`src/rtl/frame_sram_pkg.sv`:
```
// frame_sram_pkg: shared widths, arbiter state encoding and default timing
// for the frame-buffer SRAM arbiter and its read tracker.
package frame_sram_pkg;

  localparam int ADDR_W           = 20;
  localparam int DATA_W           = 18;
  localparam int DEF_SLOT_CYCLES  = 4;
  localparam int DEF_READ_LATENCY = 12;

  // Kind of access issued in the current SRAM slot
  typedef enum logic [1:0] {
    IDLE  = 2'd0,
    READ  = 2'd1,
    WRITE = 2'd2,
    TURN  = 2'd3
  } state_t;

endpackage

```
`src/rtl/sram_read_tracker.sv`:
```
// sram_read_tracker: carries one marker per issued read through a
// READ_LATENCY-deep shift register and captures mem_rdata as each marker
// leaves. Markers never collapse, so several reads may be in flight.
module sram_read_tracker
  import frame_sram_pkg::*;
#(
  parameter int READ_LATENCY = DEF_READ_LATENCY
) (
  input  logic              clk,
  input  logic              rst_n,
  input  logic              rd_issue,
  input  logic [DATA_W-1:0] mem_rdata,
  output logic              rd_valid,
  output logic [DATA_W-1:0] rd_data
);

  logic [READ_LATENCY-1:0] vld_pipe;
  logic                    exiting;

  // Data is captured on the same edge the marker reaches the last stage
  generate
    if (READ_LATENCY == 1) begin : g_lat1
      assign exiting = rd_issue;
    end else begin : g_latn
      assign exiting = vld_pipe[READ_LATENCY-2];
    end
  endgenerate

  // Marker shift register and read-data capture; reset drops all markers
  always_ff @(posedge clk or negedge rst_n) begin
    if (!rst_n) begin
      vld_pipe <= '0;
      rd_data  <= '0;
    end else begin
      vld_pipe[0] <= rd_issue;
      for (int i = 1; i < READ_LATENCY; i++) vld_pipe[i] <= vld_pipe[i-1];
      if (exiting) rd_data <= mem_rdata;
    end
  end

  assign rd_valid = vld_pipe[READ_LATENCY-1];

endmodule

```
`src/rtl/frame_sram_arbiter.sv`:
```
// frame_sram_arbiter: merges the capture write stream and the display read
// stream into one SRAM access per slot. Reads win; a write->read switch
// inserts one dead TURN slot. Optional starvation guard is enabled with
// the SRAM_ARB_STARVE_GUARD_EN macro.
module frame_sram_arbiter
  import frame_sram_pkg::*;
#(
  parameter int SLOT_CYCLES    = DEF_SLOT_CYCLES,
  parameter int READ_LATENCY   = DEF_READ_LATENCY,
  parameter int MAX_READ_BURST = 8
) (
  input  logic              clk,
  input  logic              rst_n,
  input  logic              wr_req,
  input  logic [ADDR_W-1:0] wr_addr,
  input  logic [DATA_W-1:0] wr_data,
  output logic              wr_ack,
  input  logic              rd_req,
  input  logic [ADDR_W-1:0] rd_addr,
  output logic              rd_ack,
  output logic              rd_valid,
  output logic [DATA_W-1:0] rd_data,
  output logic [ADDR_W-1:0] mem_addr,
  output logic [DATA_W-1:0] mem_wdata,
  output logic              mem_we,
  input  logic [DATA_W-1:0] mem_rdata
);

  localparam int SW = $clog2(SLOT_CYCLES);

  generate
    if (SLOT_CYCLES < 2 || READ_LATENCY < 1 || MAX_READ_BURST < 1) begin : g_bad_cfg
      $error("frame_sram_arbiter: illegal parameter combination");
    end
  endgenerate

  logic [SW-1:0] slot_cnt;
  state_t        state, next_st;
  logic          issue;
  logic          starve;

  // Issue cycle is slot 0; gated with rst_n so acks stay low during reset
  assign issue = rst_n && (slot_cnt == '0);

`ifdef SRAM_ARB_STARVE_GUARD_EN
  localparam int BW = ($clog2(MAX_READ_BURST + 1) > 4) ? $clog2(MAX_READ_BURST + 1) : 4;
  logic [BW-1:0] burst_cnt;

  assign starve = wr_req && (burst_cnt >= BW'(MAX_READ_BURST));

  // Count consecutive read slots taken while a write is waiting
  always_ff @(posedge clk or negedge rst_n) begin
    if (!rst_n)                           burst_cnt <= '0;
    else if (!wr_req)                     burst_cnt <= '0;
    else if (issue && next_st == WRITE)   burst_cnt <= '0;
    else if (issue && next_st == READ)    burst_cnt <= burst_cnt + BW'(1);
  end
`else
  assign starve = 1'b0;
`endif

  // Slot decision: guard override, then reads (with turnaround), then writes
  always_comb begin
    next_st = IDLE;
    if (starve)      next_st = WRITE;
    else if (rd_req) next_st = (state == WRITE) ? TURN : READ;
    else if (wr_req) next_st = WRITE;
  end

  assign rd_ack = issue && (next_st == READ);
  assign wr_ack = issue && (next_st == WRITE);

  // Free-running slot counter, wrapping at SLOT_CYCLES
  always_ff @(posedge clk or negedge rst_n) begin
    if (!rst_n)                                 slot_cnt <= '0;
    else if (slot_cnt == SW'(SLOT_CYCLES - 1))  slot_cnt <= '0;
    else                                        slot_cnt <= slot_cnt + SW'(1);
  end

  // Slot FSM; SRAM drive registers change only at the issue edge
  always_ff @(posedge clk or negedge rst_n) begin
    if (!rst_n) begin
      state     <= IDLE;
      mem_addr  <= '0;
      mem_wdata <= '0;
      mem_we    <= 1'b0;
    end else if (issue) begin
      state <= next_st;
      case (next_st)
        READ: begin
          mem_addr <= rd_addr;
          mem_we   <= 1'b0;
        end
        WRITE: begin
          mem_addr  <= wr_addr;
          mem_wdata <= wr_data;
          mem_we    <= 1'b1;
        end
        default: mem_we <= 1'b0;
      endcase
    end
  end

  sram_read_tracker #(
    .READ_LATENCY(READ_LATENCY)
  ) u_rd_trk (
    .clk      (clk),
    .rst_n    (rst_n),
    .rd_issue (rd_ack),
    .mem_rdata(mem_rdata),
    .rd_valid (rd_valid),
    .rd_data  (rd_data)
  );

endmodule

```
`config.mk`:
```
export PLATFORM = sky130hd
export DESIGN_NAME = frame_sram_arbiter
export DESIGN_NICKNAME = d
export VERILOG_FILES = /design/src/rtl/frame_sram_pkg.sv /design/src/rtl/sram_read_tracker.sv /design/src/rtl/frame_sram_arbiter.sv
export SDC_FILE = /design/constraint.sdc
export NUM_CORES = 1
export LEC_CHECK = 0
export ABC_AREA = 1
export CORE_ASPECT_RATIO = 1.2
export CORE_MARGIN = 1
export CORE_UTILIZATION = 37
export DETAILED_ROUTE_END_ITERATION = 7
export HOLD_SLACK_MARGIN = 0.1
export PLACE_DENSITY_LB_ADDON = 0.05
export SLEW_MARGIN = 20
export SYNTH_ARGS = -nofsm -noshare
export SYNTH_HDL_FRONTEND = slang
export SYNTH_SLANG_ARGS = --single-unit
```
`constraint.sdc`:
```
create_clock -name clk -period 1.45 [get_ports clk]
set_clock_uncertainty 0.05 [all_clocks]
set_input_delay 0.2175 -clock clk [delete_from_list [all_inputs] [get_ports clk]]
set_output_delay 0.2175 -clock clk [all_outputs]
set_load 0.01 [all_outputs]
```
Yosys cells after proc, flatten, opt, wreduce, memory -nomap -nowiden
Cells that the tools add are included.
{ "classes": {"add_sub_neg": 1, "n_eq_ne": 4, "muxes": 6, "reduce_logical": 7} }
{ "op_table": {"columns": ["cell", "count"], "rows": [
  ["20-bit case mux with 2 select lines", 1],
  ["2-bit two-way mux", 4],
  ["2-bit equality test (second input constant)", 3],
  ["2-bit AND reduction", 2],
  ["1-bit logical AND", 3],
  ["2-bit by 1-bit adder with 2-bit output (second input constant)", 1],
  ["2-bit by 1-bit equality test with 1-bit output (second input constant)", 1],
  ["2-bit zero test", 1],
  ["2-bit nonzero test", 1],
  ["1-bit two-way mux", 1]
]} }
{ "totals": {"ff_bits": 73, "in_bits": 80, "out_inout_bits": 60, "wordCells": 25} }

Logic depth before layout (Yosys ltp)
{ "logic_depth": {"word_depth": 6, "depth_mapped": 10, "ltp_nobuf": 9} }

Modules after synthesis
A second synthesis with hierarchy kept.
{ "unflattened": {"hier_cells": 363, "hier_area_um2": 3072.9} }
{ "by_module_without_submodules": {"columns": ["module", "n_inst", "cells_each", "area_per_inst_um2", "seq_area_each_um2"], "rows": [
  ["frame_sram_arbiter", 1, 275, 2062.0, 1076.0],
  ["sram_read_tracker", 1, 88, 1011.0, 750.7]
]} }

Worst setup path before layout
Ideal clock, no wire load.
{ "synth_timing": {"path_kind": "register to register", "startpoint": "register state[0]", "endpoint": "register mem_addr[19]", "setup_time_ns": 0.117, "arrival_time_ns": 1.262, "t_required_ns": 1.283, "slack_ns": 0.021, "stages_incl_launch_ff": 11, "n_path_buf": 1, "period_less_slack_ns": 1.429, "path_cell_list": "dfrtp_1 > inv_1 > nand3_1 > nand2_1 > inv_1 > ha_1 > nor2_1 > inv_1 > buf_2 > nand2_1 > nand2_1"} }
{ "synth_between": {"elab_chain_cells": 6, "elab_cells_between_ends": 8, "classes_between": "eq/ne (3); mux (3); reduce/logical (2)"} }
{ "synth_lines": {"columns": ["element", "line", "text"], "rows": [
  ["from (decl)", "frame_sram_arbiter.sv:38", "state_t state, next_st;"],
  ["from (signal assigned)", "frame_sram_arbiter.sv:88", "state <= next_st;"],
  ["2-bit equality test *", "frame_sram_arbiter.sv:66", "else if (rd_req) next_st = (state == WRITE) ? TURN : READ;"],
  ["2-bit two-way mux * (2 in series)", "frame_sram_arbiter.sv:66", null],
  ["2-bit by 1-bit equality test with 1-bit output or 2-bit equality test (tied branches)", "frame_sram_arbiter.sv:89", "case (next_st)"],
  ["2-bit nonzero test (no line)", null, null],
  ["2-bit AND reduction (no line)", null, null],
  ["to (signal assigned)", "frame_sram_arbiter.sv:91", "mem_addr <= rd_addr;"],
  ["to (signal assigned)", "frame_sram_arbiter.sv:95", "mem_addr <= wr_addr;"],
  ["to (decl)", "frame_sram_arbiter.sv:23", "output logic [ADDR_W-1:0] mem_addr,"]
]} }
Every way passes the cells marked *; elsewhere a longest branch is shown, timed or not.
A chain may end at the register's enable or synchronous reset.

Worst setup path after layout
{ "layout_timing": {"startpoint": "register state[0]", "endpoint": "output port rd_ack"} }
{ "layout_between": {"elab_chain_cells": 5} }
{ "layout_lines": {"columns": ["element", "line", "text"], "rows": [
  ["2-bit equality test", "frame_sram_arbiter.sv:66", null],
  ["2-bit two-way mux (2 in series)", "frame_sram_arbiter.sv:66", null],
  ["2-bit by 1-bit equality test with 1-bit output", "frame_sram_arbiter.sv:70", "assign rd_ack = issue && (next_st == READ);"],
  ["1-bit logical AND", "frame_sram_arbiter.sv:70", null],
  ["to (decl)", "frame_sram_arbiter.sv:20", "output logic rd_ack,"]
]} }
No other way between the ends.

==> impl_metrics.ini <==
[run_status]
outcome = complete, but fails checks
failed_checks = design-rule violations, negative setup slack

[detailed_routing]
via_count = 2646
ant_nets = 0
wl_met3_um = 474
drt_iter0_markers = 104
avgRoutedWirePerCell_um = 12.7
routed-wl-met2_um = 3520
viasPerCell = 4.54
highest_layer = met4
wirelength_um = 7390
drcViolationCount = 11
wl_met1_um = 3310
drtPass1Iterations = 6

[clock_tree]
clk_latency_ps = 340
htreeDepth = 3
clockRootBuffer = clkbuf_8
clock-sinks = 73
cts.path.max_buffers = 2
cts_buffers = 9
clk_pin_slew_worst_paths_ps = 80
cts_tree = done

[hold_path]
whs_path_depth = 3
hold_path.startpoint = rst_n
min_path_type = input port to flip-flop
hold_path_end = u_rd_trk.vld_pipe[0]

[worst_setup_path]
cp.required_ps = 1180
rr_startpoint = slot_cnt[0]
endpoint_kind = output pin
crit_fanout = 2
startpoint_type = flip-flop
cp.arrival_ps = 1340
rr_worst_depth = 10
crit_type = flip-flop to output pin
r2r_end = mem_wdata[6]
reg2reg_slack_ps = -150

[floorplanning]
die_w_um = 84.6
ios = 140
row_count = 35
start_util = 0.388
coreArea_mm2 = 0.00779
die_h_um = 101
die_area_mm2 = 0.00855

[yosys]
yosys_warnings = 0
synthesis.area_mm2 = 0.00303
syn_inst = 326
synth_area_per_cell_um2 = 9.29
synth_seq_area_share = 0.603
synth_top_area_cell = dfrtp_1
ys_seq_elements = 73
syn_nets = 409
yosysTopAreaCellShare = 0.603
synth_area_leaders = dfrtp_1 (60%), nand2_1 (15%), nand3_1 (6.8%)
synth_cell_types = 16

[flow_run]
maxCapViolCount = 0

[global_routing]
grt.overflow.total = 0
grt_pass1_wl_um = 11500
grt_max_degree = 74
grt_use_total = 0.174
antenna_found_initial = 0
grt_pass1_vias = 2425

[timing]
fin_setup_tns_ps = -3580
holdWs_ps = 122
rsz0062_at_grt = true
maxSlewViolCount = 0
finalSetupViolCount = 41
tightestPinTransition_ps = 640
fin_ws_ps = -158
fin_crit_sh = 1.11
finalCriticalPeriod_ps = 1610
relSlewSlack = 0.574
fmax_mhz = 622
timing.final.hold_violations = 0

[power_and_ir_drop]
ir_worst_vdd_mv = 0.592
leakagePower_nw = 2.63
power_mw = 5.17
p_per_area_mw_per_mm2 = 996

[placement]
io_buffers = 139
hpwl_um = 4780
preCtsSetupSlack_ps = -652
place.gp.congestion = 0.732

[layout]
nFillCells = 694
fin_util = 0.666
drive_gt1_frac = 0.255
syn_to_final_growth_pct = 71.4
seq_area_mm2 = 0.00183
antenna_cells = 0
multi_input_area_mm2 = 0.00125
nets = 569
-- metal layers --
layer  track usage  up-vias
met4        0.0782        0
met5             0        -
li1              -     1321
met3        0.0303        8
met2         0.278       96
met1         0.232     1221
-- worst max-delay path, stage by stage (launching register included) --
cell and delay [ps]:
dfrtp_1 380, inv_1 70, nand3_2 70, nand2_2 100, inv_2 50, ha_4 160
inv_4 50, nor2_4 30, buf_6 110
-- final cells by class --
class,instances,area share
clock buffer,9,0.0239
clock inverter,7,0.0101
inverter,48,0.0357
multi-input combinational,191,0.241
sequential,73,0.352
tap,92,0.0222
timing repair buffer,163,0.316
-- Yosys cell counts (all sizes together) --
cell and instances:
nand3 42, inv 48, nand2 123, nor2 4, o21ai 1, clkbuf 4, mux2 18, ha 3
dfrtp 73, buf 10
-- where the power goes --
group	switching (mW)	internal [mW]	total, mW
clock	0.769	0.628	1.40
sequential	0.173	2.34	2.51
combinational	0.557	0.702	1.26
-- cell families after synthesis --
| family | Yosys count | share of synthesized area |
|---|---|---|
| AOI/OAI and AO/OA | 1 | 0.00165 |
| adders and majority gates | 3 | 0.0124 |
| buffers and inverters | 62 | 0.0839 |
| DFF | 73 | 0.603 |
| muxes | 18 | 0.0669 |
| and+or+nand+nor | 169 | 0.232 |
-- worst max path at each step --
stage | startpoint | to | slack, ps | depth (start not counted)
finish | state[0] | rd_ack | -160 | 8
CTS | slot_cnt[0] | rd_ack | -180 | 5
global placement | rd_req | rd_ack | -600 | 9
detailed placement | rd_req | rd_ack | -650 | 9
floorplan | state[0] | mem_addr[19] | 20 | 10
global route | slot_cnt[0] | mem_wdata[4] | -220 | 10
-- state kept, by name, summed over array words and instances, names as in the netlist --
name	cells
mem_addr	20
mem_we	1
u_rd_trk.rd_data	18
u_rd_trk.vld_pipe	12
mem_wdata	18
state	2
slot_cnt	2
-- stage by stage --
step | std cells | area (um^2)
floorplan | 326 | 3030
global placement | 556 | 4580
detailed placement | 556 | 4580
CTS | 580 | 4940
global route | 583 | 5190
finish | 583 | 5190
-- cell usage in the layout (no fill, tap or decap), drive strengths merged --
master         instances
clkinv                 1
inv                   50
buf                   24
ha                     3
dlygate4sd2           59
nand3                 42
clkbuf                11
dlygate4sd3            1
clkinvlp               4
nor2                   4
mux2                  18
dfrtp                 73
clkdlybuf4s50         77
o21ai                  1
nand2                123
-- timing repair --
action / in CTS / in global routing
gates cloned: 2 / 3
gates resized for setup: 105 / 55
endpoints found under the setup margin: 98 / 112
hold buffers: 1 / 0
buffers inserted: 5 / 0
hold endpoints to repair: 52 / 0
pin swaps: 45 / 27
Note: power is estimated with default switching activity, not from simulation.
